==> config.mk <==
export PLATFORM = sky130hd
export DESIGN_NAME = mostra_jogada
export DESIGN_NICKNAME = d
export VERILOG_FILES = /design/src/rtl/mostra_jogada.sv
export SDC_FILE = /design/constraint.sdc
export NUM_CORES = 1
export LEC_CHECK = 0
export ABC_CLOCK_PERIOD_IN_PS = 4300
export BUFFER_PORTS_ARGS = -buffer_cell sky130_fd_sc_hd__buf_2
export CAP_MARGIN = 0
export CORE_ASPECT_RATIO = 2
export CORE_UTILIZATION = 44
export DETAILED_ROUTE_END_ITERATION = 8
export PLACE_DENSITY = 0.65
export REMOVE_ABC_BUFFERS = 1
export SYNTH_ARGS = -nofsm -noshare
export SYNTH_HDL_FRONTEND = slang
export SYNTH_SLANG_ARGS = --single-unit
==> constraint.sdc <==
create_clock -name clock -period 4.3 [get_ports clock]
set_input_delay 0.86 -clock clock [delete_from_list [all_inputs] [get_ports clock]]
set_output_delay 0.86 -clock clock [all_outputs]
set_load 0.01 [all_outputs]
==> src/rtl/mostra_jogada.sv <==
// mostra_jogada: flashes a captured 2-bit play code as a timed one-hot LED pulse.
// Ports:
//   clock, clear (sync, active-high), iniciar (start), codigo[1:0] (code)
//   leds[3:0] (one-hot), ocupado (busy), pronto (done pulse)
//   db_estado[1:0] (FSM state), present only when MOSTRA_JOGADA_DEBUG_EN is defined.
module mostra_jogada #(
    parameter int unsigned T_ON  = 4,
    parameter int unsigned T_OFF = 2
) (
    input  logic       clock,
    input  logic       clear,
    input  logic       iniciar,
    input  logic [1:0] codigo,
    output logic [3:0] leds,
    output logic       ocupado,
    output logic       pronto
`ifdef MOSTRA_JOGADA_DEBUG_EN
    ,
    output logic [1:0] db_estado
`endif
);

    typedef enum logic [1:0] {
        INICIAL = 2'b00,
        ACESO   = 2'b01,
        APAGADO = 2'b10,
        FIM     = 2'b11
    } estado_t;

    localparam logic [15:0] ON_LAST  = 16'(T_ON - 1);
    localparam logic [15:0] OFF_LAST = 16'(T_OFF - 1);
    localparam bit          NO_GAP   = (T_OFF == 0);

    estado_t     estado_q, estado_d;
    logic [15:0] cnt_q, cnt_d;
    logic [1:0]  cod_q, cod_d;
    logic [3:0]  leds_q, leds_d;
    logic        ocupado_q, ocupado_d;
    logic        pronto_q, pronto_d;

    always_comb begin
        estado_d = estado_q;
        cnt_d    = cnt_q;
        cod_d    = cod_q;
        case (estado_q)
            INICIAL: begin
                if (iniciar) begin
                    cod_d    = codigo;
                    cnt_d    = 16'd0;
                    estado_d = ACESO;
                end
            end
            ACESO: begin
                if (cnt_q == ON_LAST) begin
                    cnt_d    = 16'd0;
                    estado_d = NO_GAP ? FIM : APAGADO;
                end else begin
                    cnt_d = cnt_q + 16'd1;
                end
            end
            APAGADO: begin
                if (cnt_q == OFF_LAST) begin
                    cnt_d    = 16'd0;
                    estado_d = FIM;
                end else begin
                    cnt_d = cnt_q + 16'd1;
                end
            end
            FIM: begin
                estado_d = INICIAL;
            end
            default: begin
                estado_d = INICIAL;
            end
        endcase

        // Outputs are registered, so they are decoded from the next state.
        leds_d    = (estado_d == ACESO) ? (4'b0001 << cod_d) : 4'b0000;
        ocupado_d = (estado_d != INICIAL);
        pronto_d  = (estado_d == FIM);
    end

    always_ff @(posedge clock) begin
        if (clear) begin
            estado_q  <= INICIAL;
            cnt_q     <= 16'd0;
            cod_q     <= 2'b00;
            leds_q    <= 4'b0000;
            ocupado_q <= 1'b0;
            pronto_q  <= 1'b0;
        end else begin
            estado_q  <= estado_d;
            cnt_q     <= cnt_d;
            cod_q     <= cod_d;
            leds_q    <= leds_d;
            ocupado_q <= ocupado_d;
            pronto_q  <= pronto_d;
        end
    end

    assign leds    = leds_q;
    assign ocupado = ocupado_q;
    assign pronto  = pronto_q;

`ifdef MOSTRA_JOGADA_DEBUG_EN
    assign db_estado = estado_q;
`endif

endmodule

## Yosys cells after proc, flatten, opt, wreduce, memory -nomap -nowiden

Index checks and enable logic that the tools add are counted.

- Reductions and logical operators: 5
- Multiplexer cells: 10
- Bitwise logic cells: 1
- Shift-type cells: 1
- Equality and inequality tests: 8
- $add $sub $neg: 1

Operators by type and width:

| kind | number |
|---|---|
| two-way mux 16 bit | 3 |
| one-hot mux 16 bit (3 select lines) | 1 |
| adder 16 x 1 -> 16 bit, second input constant | 1 |
| equality test 16 x 1 -> 1 bit, second input constant | 1 |
| equality test 16 x 2 -> 1 bit, second input constant | 1 |
| two-way mux 2 bit | 5 |
| one-hot mux 2 bit (4 select lines) | 1 |
| equality test 2 bit, second input constant | 3 |
| equality test 2 x 1 -> 1 bit, second input constant | 2 |
| << shifter 1 x 2 -> 4 bit, first input constant | 1 |
| nonzero test 3 bit | 1 |
| zero test 2 bit | 1 |
| inequality test 2 bit, second input constant | 1 |
| AND reduction 2 bit | 1 |
| nonzero test 2 bit | 1 |
| OR reduction 2 bit | 1 |
| inverter 1 bit | 1 |

- Logic and storage cells: 32
- Input port bits: 5
- Output and inout bits: 6
- Register bits: 26

## Longest topological paths before layout

- Word-level depth: 6
- Depth in mapped cells: 8
- Mapped depth without buffers: 7

## Worst setup path after synthesis

Ideal clock, no wire load.

- Kind: reg2reg
- Start: register cnt_q[12]
- End: register cnt_q[6]
- Stages on the path, launching flop included: 7
- Library setup time: 115 ps
- Arrival time: 2084 ps
- Path slack: 2101 ps
- Period minus slack after synthesis: 2199 ps
- Path buffers: 1
- Required time: 4185 ps
- Path through: dfxtp_1 > or4_1 > or4_4 > a21bo_1 > a31oi_4 > buf_6 > nor2_1

- Word-level cells in the longest chain between the ends: 3
- Elaborated cells between the ends (all ways): 5
- Those cells by class: 2 x eq/ne; 3 x mux

Ends and longest elaborated chain:

| what | line | RTL |
|---|---|---|
| from (decl) | 35 | `logic [15:0] cnt_q, cnt_d;` |
| from (signal assigned) | 93 | `cnt_q <= cnt_d;` |
| equality test 16 x 1 -> 1 bit or equality test 16 x 2 -> 1 bit (tied branches) | 62, 54 |  |
| two-way mux 16 bit (on tied branches) | 62, 54 |  |
| one-hot mux 16 bit (3 select lines) (*) | 45 | `case (estado_q)` |

Every way passes the cells marked *; elsewhere a longest branch is shown, timed or not.
A chain may end at the register's enable or synchronous reset.

## Worst setup path in the final report

- Start: register estado_q[1]
- End: register cnt_q[13]

- Word-level cells in the longest chain between the ends: 3
- Elaborated cells between the ends (all ways): 7
- Those cells by class: 3 x eq/ne; 1 x mux; 3 x reduce/logical

Ends and longest elaborated chain:

| what | line | RTL |
|---|---|---|
| from (decl) | 34 | `estado_t estado_q, estado_d;` |
| from (signal assigned) | 92 | `estado_q <= estado_d;` |
| equality test 2 bit, or another cell as far along | 45 |  |
| nonzero test 3 bit (no source line) or inequality test 2 bit (tied branches) | - |  |
| AND reduction 2 bit (no source line) | - |  |

Parallel ways exist; a longest one is shown, timed or not.

==> results.sh <==
export IMPL_status="finished clean"
export IMPL_min_from="cnt_q[15]"
export IMPL_drcViolationCount=0
export IMPL_combPwrFrac_pct=17.4
export IMPL_swShare_pct=25.5
export IMPL_multi_input_area_um2=682
export IMPL_regArea_um2=520
export IMPL_avgViaCountPerCell=5.72
export IMPL_rsz0062_at_grt="false"
export IMPL_cp_data_required_time_ps=4450
export IMPL_maxCapViolations=0
export IMPL_syn_to_final_growth_pct=11.2
export IMPL_worstHoldPathType="reg2reg"
export IMPL_crit_chain="inv_1, ha_1, mux2i_1, nor4b_1, nand4_1, xnor2_1, nor2b_1"
export IMPL_track_usage_pct=19.1
export IMPL_p_clk_share_pct=35.8
export IMPL_pwr_density_cell_mw_per_mm2=400
export IMPL_crit_fanout=5
export IMPL_dp_hpwl_mm=2.00
export IMPL_layout_commonest_cell="dfxtp_1"
export IMPL_grt_overflow_total=0
export IMPL_synth_cell_types=37
export IMPL_cts_sinks=26
export IMPL_synth_fa_ha_area_share_pct=6.04
export IMPL_cp_end_kind="register"
export IMPL_grt_pass1_wl_mm=4.11
export IMPL_yosysSeqAreaShare_pct=41.9
export IMPL_place_ws_ps=1660
export IMPL_synth_top_family_by_area="simple AND/OR/NAND/NOR gates"
export IMPL_post_route_cells_drive_above_1_share_pct=16.3
export IMPL_hold_viol=0
export IMPL_synthSimpleGateAreaFrac_pct=26.1
export IMPL_cts_max_path_buffers=2
export IMPL_crit_type="reg2reg"
export IMPL_post_cts_setup_buffers=0
export IMPL_final_cell_mix="dfxtp_1 (26), nor2_1 (22), buf_2 (10)"
export IMPL_cts_htree_levels=1
export IMPL_cts_clk_slew_worst_paths_ps=90
export IMPL_leakage_nw=0.550
export IMPL_yosys_warnings=0
export IMPL_wire_per_inst_um=14.9
export IMPL_antenna_found_initial=0
export IMPL_portBuffers=10
export IMPL_crit_path_start="estado_q[1]"
export IMPL_netlist_instances=130
export IMPL_first_iter_violations=14
export IMPL_start_util_pct=46.0
export IMPL_fmax_mhz=391
export IMPL_core_mm2=0.00270
export IMPL_ir_drop_v=0.000202
export IMPL_syn_area_per_cell_um2=9.57
export IMPL_post_route_min_period_ps=2560
export IMPL_cts_hold_buffers_added=0
export IMPL_power_mw=0.553
export IMPL_setup_ws_ps=1740
export IMPL_place_congestion=0.788
export IMPL_setup_viol=0
export IMPL_switching_power_mw=0.141
export IMPL_setup_tns_ps=0
export IMPL_dp_cells=166
export IMPL_crit_path_max_incr_delay_ps=810
export IMPL_relSlewSlack_pct=42.4
export IMPL_ys_ff_latch=26
export IMPL_cts_tree="yes"
export IMPL_die_width_um=39.6
export IMPL_grt_max_degree=16
export IMPL_drt_pass1_iter_count=4
export IMPL_cts_root_buffer="clkbuf_8"
export IMPL_synth_area_mm2=0.00124
export IMPL_cts_resized_gates=0
export IMPL_slowest_stage="nor4b_1"
export IMPL_synth_compound_area_share_pct=9.56
export IMPL_io_pins=11
export IMPL_rows=27
export IMPL_synthMuxAreaShare_pct=3.32
export IMPL_dieArea_mm2=0.00306
export IMPL_tightest_slew_ps=852
export IMPL_vias=973
export IMPL_cts_buffers=3
export IMPL_detail_route_antenna_nets=0
export IMPL_min_period_over_period_pct=59.5
export IMPL_start_kind="register"
export IMPL_synth_top_area_share_pct=41.9
export IMPL_routed_wl_mm=2.54
export IMPL_final_cells=170
export IMPL_grt_pass1_vias=987
export IMPL_cp_data_arrival_time_ps=2710
export IMPL_synthXorXnorAreaFrac_pct=9.86
export IMPL_fill_cells=270
export IMPL_synth_top_cell_by_area="dfxtp_1"
export IMPL_maxSlewViolCount=0
export IMPL_clock_skew_ps=10.3
export IMPL_reg2reg_from="estado_q[1]"
export IMPL_clock_latency_ps=270
export IMPL_seqPwrFrac_pct=46.8
export IMPL_nets=153
export IMPL_intPower_mw=0.412
export IMPL_dieHeight_um=77.2
export IMPL_final_core_util_pct=51.2
export IMPL_synthTopCellsByArea="dfxtp_1 (42%), nor2_1 (6.6%), xor2_1 (6.3%), ha_1 (6.0%), xnor2_1 (3.5%)"
export IMPL_num_antenna_cells=0
worst max-delay path: cells and delay by family (launching register included):
family,cells,cell delay (ps)
buf+inv,1,90
flops,1,400
xor+xnor,1,180
fa+ha+maj,1,390
simple gates,3,1170
mux,1,220
metrics by stage:
step / hold slack, ps / cell area (um^2)
5_1_grt: 544 / 1380
6_report: 521 / 1380
3_3_place_gp: 495 / 1310
4_1_cts: 521 / 1380
3_5_place_dp: 498 / 1310
2_1_floorplan: 471 / 1220
kinds of logic (layout without fill, tap and decap cells):
group,after synthesis,in the layout
XOR/XNOR,14,14
AO/OA/AOI/OAI,13,13
flip-flops,26,26
multiplexers,4,4
buffers and inverters,9,20
adder cells (fa/ha/maj),6,6
AND/OR/NAND/NOR,58,58
path summary, 6_finish.rpt:
kind,endpoint,slack [ps],cells after the start
setup / recovery,cnt_q[13],1740,7
hold / removal,cnt_q[15],520,2
setup reg to reg,cnt_q[13],1740,7
hold reg to reg,cnt_q[15],520,2
power groups by stage:
stage          clock, mW  combinational [mW]  sequential, mW
6_report           0.198              0.0960           0.259
5_1_grt            0.211               0.106           0.261
4_1_cts            0.204              0.0966           0.259
3_5_place_dp           0              0.0959           0.265
3_3_place_gp           0              0.0936           0.264
2_1_floorplan          0              0.0668           0.267
state kept, by name, indices dropped and copies added, names as in the netlist:
signal / cells
cod_q: 2
ocupado: 1
leds: 4
pronto: 1
estado_q: 2
cnt_q: 16
cell usage after synthesis:
| master | number |
|---|---|
| dfxtp_1 | 26 |
| nor2_1 | 22 |
| nand2_1 | 9 |
| xor2_1 | 9 |
| ha_1 | 6 |
| inv_1 | 6 |
| xnor2_1 | 5 |
| nand4_1 | 4 |
| mux2i_1 | 3 |
| nand3_1 | 3 |
| nor4b_1 | 3 |
| o21ai_0 | 3 |
| or4_1 | 3 |
| a211oi_1 | 2 |
| nor4_1 | 2 |
| nor4b_2 | 2 |
| or3b_2 | 2 |
| a21bo_1 | 1 |
| a21oi_1 | 1 |
| a21oi_2 | 1 |
| a31oi_4 | 1 |
| and2_1 | 1 |
| and4_1 | 1 |
| buf_1 | 1 |
| buf_6 | 1 |
| clkbuf_1 | 1 |
| mux2_2 | 1 |
| nand2b_1 | 1 |
| nand4b_1 | 1 |
| nor2b_1 | 1 |
| nor3_1 | 1 |
| o311a_1 | 1 |
| o311ai_0 | 1 |
| o311ai_2 | 1 |
| o41ai_1 | 1 |
| or3_1 | 1 |
| or4_4 | 1 |
layer usage:
layer  global-route usage [%]  up-vias  wire [um]
met5                        0        -          0
met1                     16.5      467        889
li1                         -      479          -
met2                     37.4       21       1520
met4                     6.55        0         59
met3                     3.76        6         68
layout make-up:
| type | instances | area share [%] |
|---|---|---|
| multi-input cells | 95 | 49.3 |
| flip-flops and latches | 26 | 37.6 |
| repair buffers | 10 | 3.62 |
| clock buffers | 3 | 2.99 |
| well taps | 29 | 2.62 |
| clock inverters | 1 | 2.17 |
| inverters | 6 | 1.63 |
Power figures use the tool's default switching activity.
